--- src/rtl/mips_mem_pkg.sv ---
// Shared encodings for the instruction/data memory arbiter.
package mips_mem_pkg;

    // Arbiter transaction phases.
    typedef enum logic [1:0] {
        ST_IDLE = 2'd0,
        ST_BUSY = 2'd1,
        ST_RESP = 2'd2
    } state_t;

    // Which requester owns the current memory transaction.
    typedef enum logic {
        OWN_FETCH = 1'b0,
        OWN_DATA  = 1'b1
    } owner_t;

    // Byte enable for a full-word access (all instruction fetches).
    localparam logic [3:0] BE_FULL = 4'hF;

endpackage : mips_mem_pkg

--- src/rtl/mem_arb_prio.sv ---
// Winner selection between fetch and data, with a saturating starvation
// counter that forces a fetch grant after STARVE_MAX data grants in a row
// while fetch was waiting.
module mem_arb_prio
    import mips_mem_pkg::*;
#(
    parameter int STARVE_MAX = 4
) (
    input  logic   clk,
    input  logic   reset,
    input  logic   i_req,
    input  logic   d_req,
    input  logic   grant,
    output owner_t winner
);

    localparam int CW = (STARVE_MAX < 1) ? 1 : $clog2(STARVE_MAX + 1);
    localparam logic [CW-1:0] CNT_MAX = CW'(STARVE_MAX);

    logic [CW-1:0] starve_cnt;

    // Data wins by default; fetch wins alone or once it has starved long enough.
    always_comb begin
        // NOTE: assigning a default first keeps every path driven, so no latch is inferred.
        winner = OWN_FETCH;
        if (d_req && !(i_req && (starve_cnt == CNT_MAX))) begin
            winner = OWN_DATA;
        end
    end

    // Count data grants taken while fetch waits; any fetch grant clears it.
    always_ff @(posedge clk) begin
        // NOTE: state registers use non-blocking assignments so every flop samples pre-edge values.
        if (reset) begin
            starve_cnt <= '0;
        end else if (grant) begin
            if (winner == OWN_FETCH) begin
                starve_cnt <= '0;
            end else if (i_req && (starve_cnt != CNT_MAX)) begin
                starve_cnt <= starve_cnt + 1'b1;
            end
        end
    end

endmodule : mem_arb_prio

--- src/rtl/mem_arbiter.sv ---
// Serialises instruction-fetch and data accesses onto one single-ported
// memory bus with request/ready handshakes and per-stage stall outputs.
module mem_arbiter
    import mips_mem_pkg::*;
#(
    parameter int STARVE_MAX = 4,
    parameter int AW         = 32,
    parameter int DW         = 32
) (
    input  logic          clk,
    input  logic          reset,
    input  logic          i_req,
    input  logic [AW-1:0] i_addr,
    output logic [DW-1:0] i_rdata,
    output logic          i_ready,
    input  logic          d_req,
    input  logic          d_we,
    input  logic [3:0]    d_be,
    input  logic [AW-1:0] d_addr,
    input  logic [DW-1:0] d_wdata,
    output logic [DW-1:0] d_rdata,
    output logic          d_ready,
    output logic          m_req,
    output logic          m_we,
    output logic [3:0]    m_be,
    output logic [AW-1:0] m_addr,
    output logic [DW-1:0] m_wdata,
    input  logic          m_ack,
    input  logic [DW-1:0] m_rdata,
    output logic          stall_if,
    output logic          stall_me
);

    state_t state, state_nxt;
    owner_t owner, winner;
    logic   grant;

    // A grant happens only from IDLE; RESP never re-arbitrates.
    assign grant = (state == ST_IDLE) && (i_req || d_req);

    mem_arb_prio #(
        .STARVE_MAX(STARVE_MAX)
    ) u_prio (
        .clk    (clk),
        .reset  (reset),
        .i_req  (i_req),
        .d_req  (d_req),
        .grant  (grant),
        .winner (winner)
    );

    // FSM state register.
    always_ff @(posedge clk) begin
        if (reset) begin
            state <= ST_IDLE;
        end else begin
            state <= state_nxt;
        end
    end

    // Next-state logic: IDLE -> BUSY on any request, BUSY -> RESP on ack, RESP -> IDLE.
    always_comb begin
        state_nxt = state;
        unique case (state)
            ST_IDLE: if (i_req || d_req) state_nxt = ST_BUSY;
            ST_BUSY: if (m_ack)          state_nxt = ST_RESP;
            ST_RESP:                     state_nxt = ST_IDLE;
            default:                     state_nxt = ST_IDLE;
        endcase
    end

    // Latch the winner's payload on grant; held stable for the whole transaction.
    always_ff @(posedge clk) begin
        if (reset) begin
            owner   <= OWN_FETCH;
            m_we    <= 1'b0;
            m_be    <= '0;
            m_addr  <= '0;
            m_wdata <= '0;
        end else if (grant) begin
            owner <= winner;
            if (winner == OWN_DATA) begin
                m_we    <= d_we;
                m_be    <= d_be;
                m_addr  <= d_addr;
                m_wdata <= d_wdata;
            end else begin
                m_we    <= 1'b0;
                m_be    <= BE_FULL;
                m_addr  <= i_addr;
                m_wdata <= '0;
            end
        end
    end

    // Capture memory read data into the owner's register on ack (stores included).
    always_ff @(posedge clk) begin
        if (reset) begin
            i_rdata <= '0;
            d_rdata <= '0;
        end else if ((state == ST_BUSY) && m_ack) begin
            if (owner == OWN_FETCH) begin
                i_rdata <= m_rdata;
            end else begin
                d_rdata <= m_rdata;
            end
        end
    end

    // Bus request and ready pulses decode registered state only.
    assign m_req   = (state == ST_BUSY);
    assign i_ready = (state == ST_RESP) && (owner == OWN_FETCH);
    assign d_ready = (state == ST_RESP) && (owner == OWN_DATA);

    // Stalls are the only combinational input-to-output paths.
    assign stall_if = i_req & ~i_ready;
    assign stall_me = d_req & ~d_ready;

endmodule : mem_arbiter
--- config.mk ---
export PLATFORM = sky130hd
export DESIGN_NAME = mem_arbiter
export DESIGN_NICKNAME = d
export VERILOG_FILES = /design/src/rtl/mips_mem_pkg.sv /design/src/rtl/mem_arb_prio.sv /design/src/rtl/mem_arbiter.sv
export SDC_FILE = /design/constraint.sdc
export NUM_CORES = 1
export LEC_CHECK = 0
export CORE_UTILIZATION = 40
export DETAILED_ROUTE_END_ITERATION = 8
export PLACE_DENSITY = 0.79
export SLEW_MARGIN = 20
export SYNTH_ARGS = -nofsm -noshare
export SYNTH_HDL_FRONTEND = slang
export SYNTH_HIERARCHICAL = 1
export SYNTH_SLANG_ARGS = --single-unit
--- constraint.sdc ---
create_clock -name clk -period 2.15 [get_ports clk]
set_input_delay 0.43 -clock clk [delete_from_list [all_inputs] [get_ports clk]]
set_output_delay 0.43 -clock clk [all_outputs]
set_load 0.03 [all_outputs]
==> reports/qor.txt <==
hold path depth -> 2
worst-margin pin slew -> 0.3978 ns
# diodes -> 0
Die Height -> 119.2 um
largest area contributor in the netlist -> dfxtp_1
Total Wirelength -> 17.05 mm
drc violations -> 0
Gate Count Post-Synth -> 645
vias in the first global route -> 5482
worst vdd ir -> 0.4739 mV
kind of path behind the tightest hold check -> primary input to register
worst-case clock skew -> 0.008149 ns
max-cap violations -> 0
Clock Latency Late Sink -> 0.42 ns
CP required -> 1.72 ns
r2r endpoint -> m_addr[22]$_SDFFE_PP0P_
combinational family with the most area after synthesis -> compound AO/OA/AOI/OAI gates
final max-slew violation count -> 0
fin crit share -> 0.9516
vias per inst -> 5.234
via count -> 5663
final net count -> 1033
initial core utilization -> 0.4131
worst-path fanout max -> 9
Clock Tree Buf Depth -> 2
grt ovf -> 0
routability congestion estimate -> 0.7607
PwrDens -> 825.1 nW/um^2
final setup margin -> 0.1040 ns
wire length of the first global-routing pass -> 27.34 mm
# setup viols final -> 0
CTS tree -> built
HPWL Detailed -> 11.45 mm
clk slew on worst S/H paths -> 0.06 ns
commonest non-fill, non-tap cells in the layout -> clkdlybuf4s50_1 (269), dfxtp_1 (138), a21oi_1 (137)
Post-Layout Inst Area -> 9079 um^2
pre-CTS setup slack -> 0.05904 ns
worst r2r src -> u_prio/starve_cnt[0]$_SDFFE_PP0P_
DR iter-0 viols -> 405
Main synth FF type -> dfxtp_1
CTS buffer count -> 17
share of the synthesized area in the top cell type -> 0.5066
DR pass1 iterations -> 5
Mapped Avg Cell Area -> 8.516 um^2
Slew HR -> 0.7348
Hold EP -> m_wdata[21]$_SDFFE_PP0P_
HP Start -> reset
simple-gate share of the synthesized area -> 0.1576
synthesis-stage register bit count -> 139
Post-DRT Antenna Nets -> 0
status -> finished, final reports clean
synthesized net count -> 785
fin crit period -> 2.046 ns
Arrival @ worst endpoint -> 1.62 ns
Cell Area, Placed -> 8419 um^2
root buf cell -> clkbuf_16
clock sink total -> 139
Post-synth EDFFs -> 0
hold buffer count at CTS -> 0
post-CTS resize count -> 3
type of the worst setup path -> register to output pin
Startpoint Class -> register
largest net degree at the start of global routing -> 72
aggregate negative setup slack -> 0 ns
fillers -> 1102
post-synthesis async set-or-reset flop share -> 0
Ys Warns -> 6
endpoint type of the worst setup path -> output pin
post-CTS setup buffer count -> 0
RSZ-0062 raised after global routing -> no
share of layout cells above drive strength 1 -> 0.06512
Peak Freq -> 0.4887 GHz
I/O Buffers -> 275
IO Pins -> 276
Adder-Cell Fraction of Synth Area -> 0.004556
leading cell type in the layout, fill and taps excluded -> clkdlybuf4s50_1
die area -> 14210 um^2
Rows -> 42
leak pwr -> 0.003290 uW
die span in x -> 119.2 um
compound-gate portion of the synthesized area -> 0.2125
unique cell type count in the Yosys netlist -> 33
mapped cell area -> 5493 um^2
flop-to-flop setup slack -> 0.44 ns
Synth-to-Final Area Change -> 65.28%
R2R cell count -> 6
H-Tree Depth -> 4
Seq/Total Area, Yosys -> 0.5066
core box area -> 13300 um^2
initial antenna violation count -> 0
Synth area leaders -> dfxtp_1 (51%), a21oi_1 (12%), nand2_1 (8.8%)
overall routing resource usage -> 0.2454
WL per Instance -> 15.76 um
endpoints failing hold -> 0
Synth Area in XOR/XNOR -> 0
multiplexer area fraction after synthesis -> 0.05831
[routing by layer]
metal,track usage,share of wire
met5,0,0
met4,0.1123,0.027
met3,0.07902,0.084
met2,0.4117,0.48
met1,0.2829,0.41
[metrics by stage]
step                hold WS, ns    util  cells  total power [uW]
global placement         0.4410  0.6333   1050              4294
global route             0.3987  0.6829   1082              7784
detailed placement       0.4463  0.6333   1050              4307
CTS                      0.3846  0.6827   1082              7544
floorplan                0.4668       -    645              3611
finish                   0.4029  0.6829   1082              7491
[layout make-up]
cell class | count | area (um^2) | area share
repair buffers | 293 | 2978 | 0.3280
clock inverters | 11 | 190.2 | 0.02095
inverters | 10 | 37.54 | 0.004135
well taps | 176 | 220.2 | 0.02426
multi-input cells | 432 | 2399 | 0.2642
clock buffers | 21 | 470.5 | 0.05182
flip-flops and latches | 139 | 2784 | 0.3066
[registers in the layout (all words and copies together), names as in the netlist, 2 cells and up]
name,cells
d_rdata,32
i_rdata,32
m_addr,32
m_be,4
m_wdata,32
state,2
u_prio/starve_cnt,3
[cell usage after synthesis (all sizes together), types with 10 or more instances]
master	n
dfxtp	139
inv	10
a21oi	137
mux2i	32
clkbuf	33
a211oi	32
nand2	129
o21ai	37
buf	31
nand4	34
[cell families after synthesis]
group | after synthesis
AOI/OAI and AO/OA | 213
and+or+nand+nor | 185
DFF | 139
buffers and inverters | 74
muxes | 32
adders and majority gates | 2
[power by group]
group	internal (uW)	total (uW)	switching [uW]
logic	662	1440	777
registers	2730	2810	84.0
clock network	2150	3240	1090
total	5540	7490	1950
[worst max-delay path by stage]
stage / start / end / slack [ns]
global placement: d_req / m_addr[12]$_SDFFE_PP0P_ / 0.11
floorplan: state[1]$_SDFFE_PP0P_ / stall_if / 0.16
detailed placement: d_req / m_addr[22]$_SDFFE_PP0P_ / 0.06
finish: state[0]$_SDFFE_PP0P_ / m_req / 0.10
CTS: state[1]$_SDFFE_PP0P_ / i_ready / 0.04
global route: state[0]$_SDFFE_PP0P_ / m_req / 0.006
[worst max-delay path, stage by stage (launching register included)]
cell             delay, ns
dfxtp_1               0.51
nor2b_1               0.27
clkdlybuf4s15_1       0.43
Power figures use the tool's default switching activity.
